[config.mk]
export PLATFORM = sky130hd
export DESIGN_NAME = park_slot_controller_flat
export DESIGN_NICKNAME = d
export VERILOG_FILES = /design/src/rtl/park_slot_controller_if.sv /design/src/rtl/park_slot_controller.sv /design/src/flat_wrapper.sv
export SDC_FILE = /design/constraint.sdc
export NUM_CORES = 1
export LEC_CHECK = 0
export ABC_AREA = 1
export BUFFER_PORTS_ARGS = -buffer_cell sky130_fd_sc_hd__buf_2
export CELL_PAD_IN_SITES_DETAIL_PLACEMENT = 1
export CELL_PAD_IN_SITES_GLOBAL_PLACEMENT = 2
export CORE_MARGIN = 10
export CORE_UTILIZATION = 30
export CTS_CLUSTER_SIZE = 14
export DETAILED_ROUTE_END_ITERATION = 10
export PLACE_DENSITY = 0.74
export SLEW_MARGIN = 5
export SYNTH_ARGS = -nofsm -noshare
export SYNTH_HDL_FRONTEND = slang
export SYNTH_SLANG_ARGS = --single-unit
[constraint.sdc]
create_clock -name clk -period 2.75 [get_ports clk]
set_clock_uncertainty 0.2 [all_clocks]
set_input_delay 0 -clock clk [delete_from_list [all_inputs] [get_ports clk]]
set_output_delay 0 -clock clk [all_outputs]
set_load 0.02 [all_outputs]
[src/rtl/park_slot_controller_if.sv]
// Gate/keypad handshake bundle for the parking-lot slot controller.
// The gate side (master) raises level requests; the controller (slave) answers with one-cycle pulses.
interface park_slot_controller_if;
    logic       entry_req;
    logic       exit_req;
    logic [2:0] exit_token;
    logic       entry_grant;
    logic       entry_deny;
    logic [2:0] token_out;
    logic       exit_ack;
    logic       exit_err;

    modport master (
        output entry_req, exit_req, exit_token,
        input  entry_grant, entry_deny, token_out, exit_ack, exit_err
    );

    modport slave (
        input  entry_req, exit_req, exit_token,
        output entry_grant, entry_deny, token_out, exit_ack, exit_err
    );
endinterface

[src/rtl/park_slot_controller.sv]
// Parking-lot slot sequencer: owns the 8-slot occupancy map, issues tokens on entry,
// and validates exit tokens through an external decrypt block.
module park_slot_controller #(
    parameter logic [2:0] PATTERN_SEED = 3'b101,
    parameter bit         EXIT_FIRST   = 1'b1
) (
    input  logic                  clk,
    input  logic                  rst_n,
    park_slot_controller_if.slave gate,
    output logic                  dec_exit,
    output logic [2:0]            dec_token,
    output logic [2:0]            dec_pattern,
    input  logic [2:0]            dec_park_number,
    output logic [7:0]            occupancy,
    output logic [3:0]            free_count,
    output logic                  full
);

    typedef enum logic [2:0] {IDLE, ALLOC, DECODE, RESP, WAIT_REL} state_t;
    typedef enum logic [1:0] {RES_GRANT, RES_DENY, RES_ACK, RES_ERR} result_t;

    state_t     state, next_state;
    result_t    result, result_next;
    logic       pick_exit;
    logic       serve_exit;
    logic [2:0] pattern, pattern_next;
    logic [2:0] free_idx;
    logic [7:0] occ_next;
    logic [3:0] free_next;
    logic [2:0] token_out_q;
    logic       grant_q, deny_q, ack_q, err_q;
    logic       grant_next, deny_next, ack_next, err_next;

    assign gate.entry_grant = grant_q;
    assign gate.entry_deny  = deny_q;
    assign gate.exit_ack    = ack_q;
    assign gate.exit_err    = err_q;
    assign gate.token_out   = token_out_q;
    assign dec_pattern      = pattern;

    always_ff @(posedge clk or negedge rst_n) begin
        if (!rst_n) state <= IDLE;
        else        state <= next_state;
    end

    // WAIT_REL only watches the request being served, so a held opposite request survives to IDLE.
    always_comb begin
        next_state = state;
        pick_exit  = 1'b0;
        case (state)
            IDLE: begin
                pick_exit = gate.exit_req && (EXIT_FIRST || !gate.entry_req);
                if (pick_exit)           next_state = DECODE;
                else if (gate.entry_req) next_state = ALLOC;
            end
            ALLOC, DECODE: next_state = RESP;
            RESP:          next_state = WAIT_REL;
            WAIT_REL: begin
                if (!(serve_exit ? gate.exit_req : gate.entry_req)) next_state = IDLE;
            end
            default: next_state = IDLE;
        endcase
    end

    always_comb begin
        free_idx = 3'd0;
        for (int i = 7; i >= 0; i--) begin
            if (!occupancy[i]) free_idx = 3'(i);
        end
    end

    // The pattern only steps when the lot empties, so no outstanding token is ever orphaned.
    always_comb begin
        occ_next     = occupancy;
        free_next    = free_count;
        pattern_next = pattern;
        result_next  = result;
        case (state)
            ALLOC: begin
                if (!full) begin
                    occ_next[free_idx] = 1'b1;
                    free_next          = free_count - 4'd1;
                    result_next        = RES_GRANT;
                end else begin
                    result_next = RES_DENY;
                end
            end
            DECODE: begin
                if (occupancy[dec_park_number]) begin
                    occ_next[dec_park_number] = 1'b0;
                    free_next                 = free_count + 4'd1;
                    result_next               = RES_ACK;
                    if (free_count == 4'd7) pattern_next = {pattern[1:0], pattern[2] ^ pattern[1]};
                end else begin
                    result_next = RES_ERR;
                end
            end
            default: ;
        endcase
        grant_next = (state == RESP) && (result == RES_GRANT);
        deny_next  = (state == RESP) && (result == RES_DENY);
        ack_next   = (state == RESP) && (result == RES_ACK);
        err_next   = (state == RESP) && (result == RES_ERR);
    end

    always_ff @(posedge clk or negedge rst_n) begin
        if (!rst_n) begin
            occupancy   <= 8'h00;
            free_count  <= 4'd8;
            full        <= 1'b0;
            pattern     <= PATTERN_SEED;
            result      <= RES_GRANT;
            token_out_q <= 3'd0;
            dec_token   <= 3'd0;
            serve_exit  <= 1'b0;
            dec_exit    <= 1'b0;
            grant_q     <= 1'b0;
            deny_q      <= 1'b0;
            ack_q       <= 1'b0;
            err_q       <= 1'b0;
        end else begin
            occupancy  <= occ_next;
            free_count <= free_next;
            full       <= (occ_next == 8'hFF);
            pattern    <= pattern_next;
            result     <= result_next;
            dec_exit   <= (next_state == DECODE);
            grant_q    <= grant_next;
            deny_q     <= deny_next;
            ack_q      <= ack_next;
            err_q      <= err_next;
            if (state == ALLOC && !full)           token_out_q <= free_idx ^ pattern;
            if (state == IDLE && next_state != IDLE) serve_exit <= pick_exit;
            if (state == IDLE && pick_exit)          dec_token  <= gate.exit_token;
        end
    end

endmodule

[src/flat_wrapper.sv]
// flat-port wrapper written by rule: the top's interface ports become plain ports
module park_slot_controller_flat 
#(
    parameter logic [2:0] PATTERN_SEED = 3'b101,
    parameter bit         EXIT_FIRST   = 1'b1
)
  (clk, rst_n, dec_exit, dec_token, dec_pattern, dec_park_number, occupancy, free_count, full, gate_entry_req, gate_exit_req, gate_exit_token, gate_entry_grant, gate_entry_deny, gate_token_out, gate_exit_ack, gate_exit_err);
  park_slot_controller_if gate_i ();
  input  logic clk;
  input  logic rst_n;
  output logic dec_exit;
  output logic [2:0] dec_token;
  output logic [2:0] dec_pattern;
  input  logic [2:0] dec_park_number;
  output logic [7:0] occupancy;
  output logic [3:0] free_count;
  output logic full;
  input wire logic [$bits(gate_i.entry_req)-1:0] gate_entry_req;
  input wire logic [$bits(gate_i.exit_req)-1:0] gate_exit_req;
  input wire logic [$bits(gate_i.exit_token)-1:0] gate_exit_token;
  output wire logic [$bits(gate_i.entry_grant)-1:0] gate_entry_grant;
  output wire logic [$bits(gate_i.entry_deny)-1:0] gate_entry_deny;
  output wire logic [$bits(gate_i.token_out)-1:0] gate_token_out;
  output wire logic [$bits(gate_i.exit_ack)-1:0] gate_exit_ack;
  output wire logic [$bits(gate_i.exit_err)-1:0] gate_exit_err;
  assign gate_i.entry_req = gate_entry_req;
  assign gate_i.exit_req = gate_exit_req;
  assign gate_i.exit_token = gate_exit_token;
  assign gate_entry_grant = gate_i.entry_grant;
  assign gate_entry_deny = gate_i.entry_deny;
  assign gate_token_out = gate_i.token_out;
  assign gate_exit_ack = gate_i.exit_ack;
  assign gate_exit_err = gate_i.exit_err;
  park_slot_controller #(.PATTERN_SEED(PATTERN_SEED), .EXIT_FIRST(EXIT_FIRST)) u_core (.clk(clk), .rst_n(rst_n), .gate(gate_i), .dec_exit(dec_exit), .dec_token(dec_token), .dec_pattern(dec_pattern), .dec_park_number(dec_park_number), .occupancy(occupancy), .free_count(free_count), .full(full));
endmodule
## Yosys cells after proc, flatten, opt, wreduce, memory -nomap -nowiden

Index checks and enable logic that the tools add are counted.
W data, S select, Z words.

| cells by class | value |
|---|---|
| reduce and logical (&&, ||, !) cells | 17 |
| bitwise gates (word level) | 5 |
| $lt $le $gt $ge | 4 |
| equality and inequality tests | 12 |
| $add $sub $neg | 2 |
| muxes and demuxes | 29 |

Operators with widths:

| kind | count |
|---|---|
| $mux W3 | 11 |
| $mux W8 | 2 |
| $pmux W8 S2 | 1 |
| $pmux W3 S4 | 1 |
| $eq A3 B2 Y1 const B | 3 |
| $logic_and A1 B1 Y1 | 9 |
| $and A8 B8 Y8 | 1 |
| $eq A8 B8 Y1 const B | 1 |
| $lt A3 B4 Y1 const B | 2 |
| $mux W4 | 2 |
| $not A8 Y8 | 1 |
| $or A8 B8 Y8 | 1 |
| $pmux W4 S2 | 1 |
| $mux W1 | 7 |
| $demux W1 S3 | 2 |
| $ge A3 B1 Y1 const B | 2 |
| $reduce_and A3 Y1 | 2 |
| $add A4 B1 Y4 const B | 1 |
| $eq A2 B2 Y1 const B | 2 |
| $eq A4 B3 Y1 const B | 1 |
| $pmux W2 S2 | 1 |
| $sub A4 B1 Y4 const B | 1 |
| $bmux W1 S3 | 1 |
| $eq A3 B1 Y1 const B | 1 |
| 12 further kinds | 12 |

| storage, ports and cells | value |
|---|---|
| register bits after elaboration | 33 |
| output and inout bits | 27 |
| logic and storage cells | 83 |
| input port bits | 10 |

## Logic depth before layout (Yosys ltp)

Gate-level depths: netlist of the first run.

| depth | value |
|---|---|
| depth after elaboration | 16 |
| gate-level depth with buffers | 12 |

## Worst setup path after synthesis of the first run

No wires, ideal clock.

| timing path | value |
|---|---|
| path kind | register to register |
| from | reg u_core.state[0] |
| to | reg u_core.free_count[3] |
| stages on the path, launching flop included | 11 |
| arrival time | 1.683 ns |
| setup time | 0.079 ns |
| buffers on the path | 0 |
| data required time | 2.471 ns |
| period minus slack after synthesis | 1.962 ns |
| setup slack | 0.788 ns |
| path through | dfrtp_1 > nor2_2 > nand2_4 > ha_1 > nand2_1 > nor2_1 > a211oi_1 > xor2_1 > nor2_2 > nand2_1 > nand2_1 |

| between the ends | value |
|---|---|
| longest elaborated chain between the ends | 3 |
| elaborated cells on any way between the ends | 7 |

Ends and longest elaborated chain:

| element | line | text |
|---|---|---|
| start: declaration | park_slot_controller.sv:22 | `state_t state, next_state;` |
| start signal: assignment | park_slot_controller.sv:43 | `else state <= next_state;` |
| $eq A3 B1 Y1 or $eq A3 B2 Y1 (tied branches) | park_slot_controller.sv:78 | `case (state)` |
| $ne A2 B2 Y1 (no source line) (tied with other cells) | - |  |
| $reduce_and A3 Y1 (no source line) | - |  |
| end signal: assignment | park_slot_controller.sv:123 | `free_count <= free_next;` |
| end: declaration | park_slot_controller.sv:15 | `output logic [3:0] free_count,` |

Several ways; a longest one is shown, not always the timed one.
A chain may end at the register's enable or synchronous reset.

## Worst setup path after layout of the first run

Ends and elaborated chain as after synthesis.

==> results.py, run 1 <==
metrics = {
    "outcome": {
        "status": "finished clean",
    },
    "synthesis": {
        "synth_seq_cells": 33,
        "synth_async_sr_flop_share_pct": 100,
        "synth_top_area_share_pct": 40.8,
        "yosysTopAreaCell": "dfrtp_1",
        "synth-seq-area-share_pct": 45.1,
        "syn_inst": 235,
        "ys_warn_count": 0,
        "synth.area.top_cells": "dfrtp_1 (41%), nand2_1 (14%), nand3_1 (5.4%), inv_1 (5.3%), nor2_1 (4.5%)",
        "yosysUniqueCellTypes": 30,
        "syn_area_mm2": 0.00184,
        "ys.flop_type": "dfrtp_1",
        "synth_nets": 248,
        "synth_edf_count": 0,
        "syn_area_per_cell_um2": 7.82,
    },
    "critical_path": {
        "critPathMaxFanout": 10,
        "cp.required_ns": 2.77,
        "crit_family": "simple AND/OR/NAND/NOR gates",
        "r2r_slack_ns": 0.60,
        "slowest_stage": "dfrtp_1",
        "startpoint_type": "flip-flop",
        "path_buf_inv": 0,
        "worstPathCellList": "nor2_2 > nand2_4 > ha_1 > nand2_1 > nor2_1 > a211oi_1 > xor2_1 > nor2_2 > nand2_1 > nand2_1",
        "setup.worst_path.class": "reg -> reg",
        "cp_common_cell": "nand2_1",
        "cpPeakStageDelay_ns": 0.45,
        "cp-end-kind": "flip-flop",
        "cp.arrival_ns": 2.17,
    },
    "final_layout": {
        "n_fill_cell": 754,
        "drive_above_1_share_pct": 23.0,
        "final_cell_mix": "nand2_1 (69), buf_2 (36), dfrtp_1 (30)",
        "syn2layout_area_growth_pct": 26.0,
        "insertedDiodeCount": 0,
        "layout_commonest_cell": "nand2_1",
        "nNetsFinal": 300,
    },
    "global_routing": {
        "grt_pass1_wl_mm": 9.30,
        "grt-ovfl-total": 0,
        "grt_pass1_vias": 1902,
        "antenna_found_initial": 0,
        "grt_max_degree": 34,
        "grt_usage_pct": 11.4,
    },
    "cts": {
        "clk_pin_slew_worst_paths_ns": 0.07,
        "cts_sinks": 33,
        "postCtsHoldBufs": 12,
        "insertion_delay_ns": 0.29,
        "post-cts-setup-buffer-count": 0,
        "root_buffer": "clkbuf_8",
        "tritoncts": "done",
        "htree_num_levels": 2,
        "cts_resized": 0,
        "cts_buffers": 5,
        "cts_buffer_depth": 2,
    },
    "sta": {
        "setup_tns_ns": 0,
        "hold_viol": 0,
        "worst_slew_pin_slew_ns": 0.768,
        "period_share_pct": 78.2,
        "rsz0062_at_grt": "no",
        "fmax_ghz": 0.465,
        "period_needed_ns": 2.15,
        "maxSlewViolCount": 0,
        "finalSetupViolCount": 0,
        "slew_headroom_pct": 48.8,
    },
    "detailed_routing": {
        "wl_per_cell_um": 14.4,
        "ant_nets": 0,
        "vias_per_cell": 4.67,
        "vias": 1692,
        "first_iter_violations": 66,
        "wirelength_mm": 5.21,
        "first_pass_iters": 4,
        "drc": 0,
    },
    "floorplanning": {
        "dieArea_mm2": 0.00966,
        "coreArea_mm2": 0.00592,
        "die_x_um": 98.3,
        "initial_core_util_pct": 31.0,
        "ioPinCount": 37,
        "fp.dieH_um": 98.3,
        "rows": 28,
    },
    "hold_path": {
        "hp-class": "in -> reg",
    },
    "placement": {
        "routabilityCongestion": 0.782,
        "io_buffers": 36,
        "dp_hpwl_mm": 3.92,
    },
    "power_and_ir_drop": {
        "power.total_w": 0.00276,
        "irDropWorstVdd_mv": 0.383,
        "p_leak_nw": 1.20,
        "power_density_mw_per_mm2": 1190,
    },
    "run": {
        "cap_violations": 0,
    },
}
-- metrics by stage --
step	util (%)	hold slack [ns]	std cells	setup slack [ns]	area, um^2
CTS	39.1	0.0352	362	0.585	2320
global placement	35.3	-0.0749	343	0.705	2090
finish	39.1	0.0401	362	0.601	2320
global route	39.1	0.0773	362	0.429	2320
floorplan	-	-0.496	235	0.788	1840
detailed placement	35.3	-0.0673	343	0.605	2090
-- power by group --
group | internal [W] | switching, W
clock | 0.000263 | 0.000185
sequential | 0.000678 | 0.000205
combinational | 0.000495 | 0.000931
total | 0.00144 | 0.00132
-- cells by family (layout without fill, tap and decap cells) --
| kind of cell | count (synthesis) | after routing | share of synthesized area (%) |
|---|---|---|---|
| AOI/OAI and AO/OA | 26 | 26 | 7.76 |
| xor gates and xnor gates | 5 | 5 | 2.38 |
| adders and majority gates | 3 | 3 | 2.45 |
| buffers and inverters | 32 | 84 | 7.08 |
| DFF | 33 | 33 | 45.1 |
| muxes | 1 | 1 | 0.817 |
| and+or+nand+nor | 135 | 135 | 34.4 |
-- worst min-delay path, stage by stage --
cell	delay [ns]
buf_2	0.12
inv_1	0.05
nor2_1	0.06
nand2_1	0.06
nand3_1	0.07
nand3_1	0.12
-- flip-flops by register name (all words and copies together), names as in the netlist --
register and flops:
u_core.full 1, u_core.result 2, u_core.gate.token_out 3, u_core.state 3, u_core.free_count 4, u_core.gate.entry_deny 1, u_core.gate.exit_ack 1, u_core.dec_pattern 3
u_core.gate.entry_grant 1, u_core.dec_token 3, u_core.serve_exit 1, u_core.dec_exit 1, u_core.occupancy 8, u_core.gate.exit_err 1
-- cell usage after synthesis (2+ instances only) --
cell type / count
a21oi_1: 5
buf_4: 2
dfrtp_1: 30
dfstp_2: 3
ha_1: 2
inv_1: 26
inv_2: 2
nand2_1: 69
nand2_2: 2
nand2_4: 3
nand3_1: 20
nand3_2: 3
nand4_1: 3
nor2_1: 22
nor2_2: 4
nor2_4: 2
nor3_1: 6
o211ai_1: 2
o21ai_0: 13
o21ai_1: 3
xnor2_1: 3
xor2_1: 2
-- worst paths after layout --
kind                               startpoint              endpoint  cells past startpoint
hold reg to reg              u_core.result[0]  u_core.gate.exit_ack                      1
setup / recovery              u_core.state[0]  u_core.free_count[3]                     10
max in group asynchronous               rst_n  u_core.free_count[1]                      2
min in group asynchronous               rst_n   u_core.occupancy[7]                      2
setup reg to reg              u_core.state[0]  u_core.free_count[3]                     10
hold / removal             dec_park_number[1]   u_core.occupancy[2]                      6
-- final cells by class --
type                       count  area, um^2  share of cell area [%]
multi-input combinational    170         878                    37.9
tap                           75        93.8                    4.05
sequential                    33         830                    35.8
timing repair buffer          48         300                    13.0
clock buffer                   5        68.8                    2.97
clock inverter                 2        35.0                    1.51
inverter                      29         110                    4.75
-- layer usage --
layer  vias up  GRT usage [%]  part of all wire [%]
met3         7           3.52                   5.7
met2        31           18.1                    45
met4         0           3.31                   1.2
met5         -              0                     0
met1       801           14.5                    48
li1        853              -                     -
Power figures use the tool's default switching activity.
==> run 2, diff against run 1 <==
==> constraint.sdc (replaced) <==
create_clock -name clk -period 2.1 [get_ports clk]
set_clock_uncertainty 0.2 [all_clocks]
set_input_delay 0 -clock clk [delete_from_list [all_inputs] [get_ports clk]]
set_output_delay 0 -clock clk [all_outputs]
set_load 0.02 [all_outputs]
==> results.py, run 2 (synthesis gave the netlist of run 1 again) <==
metrics = {
    "sta": {
        "finalSetupViolCount": 0,
        "period_share_pct": 93.5,
        "setup_tns_ns": 0,
        "maxSlewViolCount": 0,
        "period_needed_ns": 1.96,
        "fmax_ghz": 0.509,
        "rsz0062_at_grt": "no",
        "slew_headroom_pct": 48.2,
        "timing.final.ws_setup_ns": 0.136,
        "worst_slew_pin_slew_ns": 0.778,
        "hold_viol": 0,
    },
    "floorplanning": {
        "ioPinCount": 37,
        "dieArea_mm2": 0.00966,
        "fp.dieH_um": 98.3,
        "coreArea_mm2": 0.00592,
        "initial_core_util_pct": 31.0,
        "rows": 28,
        "die_x_um": 98.3,
    },
    "critical_path": {
        "critPathMaxFanout": 4,
        "cp.required_ns": 2.12,
        "reg2reg_depth": 7,
        "timing.rr.end": "u_core.serve_exit",
        "r2r_slack_ns": 0.14,
        "cp-end-kind": "flip-flop",
        "crit_family": "buffers and inverters",
        "cpPeakStageDelay_ns": 0.57,
        "cp_common_cell": "o21ai_0",
        "path_buf_inv": 2,
        "setup.worst_path.class": "reg -> reg",
        "slowest_stage": "dlygate4sd3_1",
        "worstPathCellList": "buf_4 > o21ai_0 > dlygate4sd3_1 > o21ai_1 > nor3_1 > o21ai_0 > nand2_1",
        "reg2reg_from": "u_core.state[0]",
        "startpoint_type": "flip-flop",
        "cp.arrival_ns": 1.99,
    },
    "final_layout": {
        "postLayoutCoreUtil_pct": 39.2,
        "largest_register_ffs": 8,
        "drive_above_1_share_pct": 25.3,
        "final_cell_mix": "nand2_1 (69), buf_2 (36), dfrtp_1 (30)",
        "nNetsFinal": 300,
        "layout_commonest_cell": "nand2_1",
        "regMostFlops": "u_core.occupancy",
        "syn2layout_area_growth_pct": 26.3,
        "n_fill_cell": 731,
        "final_cells": 363,
        "largestRegisters": "u_core.occupancy (8), u_core.free_count (4)",
        "insertedDiodeCount": 0,
    },
    "detailed_routing": {
        "first_iter_violations": 70,
        "ant_nets": 0,
        "first_pass_iters": 4,
        "wirelength_mm": 5.15,
        "drc": 0,
        "wl_per_cell_um": 14.2,
        "vias_per_cell": 4.66,
        "vias": 1691,
    },
    "power_and_ir_drop": {
        "power_density_mw_per_mm2": 1560,
        "power.total_w": 0.00363,
        "p_leak_nw": 1.20,
        "irDropWorstVdd_mv": 0.558,
    },
    "global_routing": {
        "grt_usage_pct": 11.0,
        "grt_pass1_vias": 1759,
        "grt_pass1_wl_mm": 8.80,
        "grt_max_degree": 34,
        "antenna_found_initial": 0,
        "grt-ovfl-total": 0,
    },
    "placement": {
        "dp.cells": 347,
        "io_buffers": 36,
        "dp_hpwl_mm": 3.95,
        "dpl_worst_slack_ns": 0.0781,
        "routabilityCongestion": 0.759,
    },
    "hold_path": {
        "hp-class": "in -> reg",
        "holdPathStages": 5,
        "min_from": "dec_park_number[2]",
        "min_to": "u_core.occupancy[2]",
    },
    "cts": {
        "cts_buffers": 5,
        "cts_sinks": 33,
        "cts_buffer_depth": 2,
        "insertion_delay_ns": 0.29,
        "tritoncts": "done",
        "clk_pin_slew_worst_paths_ns": 0.07,
        "htree_num_levels": 2,
        "root_buffer": "clkbuf_8",
    },
    "run": {
        "cap_violations": 0,
    },
    "outcome": {
        "status": "finished clean",
    },
}
## run 2: cell count changes in the layout (fill, tap and decap cells not counted)
| cell | change |
|---|---|
| a211oi_1 | -1 |
| a211oi_2 | +1 |
| buf_4 | +4 |
| bufinv_16 | -1 |
| clkbuf_8 | +2 |
| dlygate4sd3_1 | -4 |
| ha_1 | -1 |
| ha_4 | +1 |
## run 2: layer usage
metal	share of wire (%)	track usage [%]
met5	0	0
met4	0.95	2.98
met3	6.3	4.23
met2	44	16.9
met1	49	14.0
## run 2: worst max path at each step
stage                            to  cells after the start            start
5_1_grt        u_core.free_count[3]                     11  u_core.state[1]
3_5_place_dp   u_core.free_count[3]                     11  u_core.state[1]
4_1_cts        u_core.free_count[3]                     11  u_core.state[1]
3_3_place_gp   u_core.free_count[3]                     11  u_core.state[1]
2_1_floorplan  u_core.free_count[3]                     10  u_core.state[0]
6_report          u_core.serve_exit                      7  u_core.state[0]
## run 2: worst min-delay path, stage by stage
cell     delay (ns)
buf_2          0.11
nor2_1         0.07
nand2_1        0.07
nand3_1        0.08
nand3_1        0.13
## run 2: layout make-up
type	instances	area (um^2)	area share, %
multi-input combinational	170	896	38.6
timing repair buffer	48	290	12.5
inverter	29	110	4.74
clock inverter	1	5.00	0.216
tap	75	93.8	4.04
sequential	33	830	35.7
clock buffer	7	96.3	4.15
## run 2: where the power goes
part	total [W]	switching [W]	internal [W]
clock	0.000533	0.000237	0.000296
combinational	0.00197	0.00128	0.000686
sequential	0.00113	0.000236	0.000889
total	0.00363	0.00176	0.00187
## run 2: per-stage QoR
step | hold WS, ns | cell area, um^2
finish | 0.0225 | 2320
global route | 0.0823 | 2320
CTS | 0.00588 | 2300
detailed placement | -0.0655 | 2120
global placement | -0.0699 | 2120
floorplan | -0.496 | 1840
## run 2: repair_timing
| action | in CTS | in global routing |
|---|---|---|
| endpoints found under the setup margin | 0 | 1 |
| setup buffers | 0 | 0 |
| hold buffers | 8 | 0 |
| gates resized for setup | 0 | 2 |
| endpoints found under the hold margin | 40 | 0 |
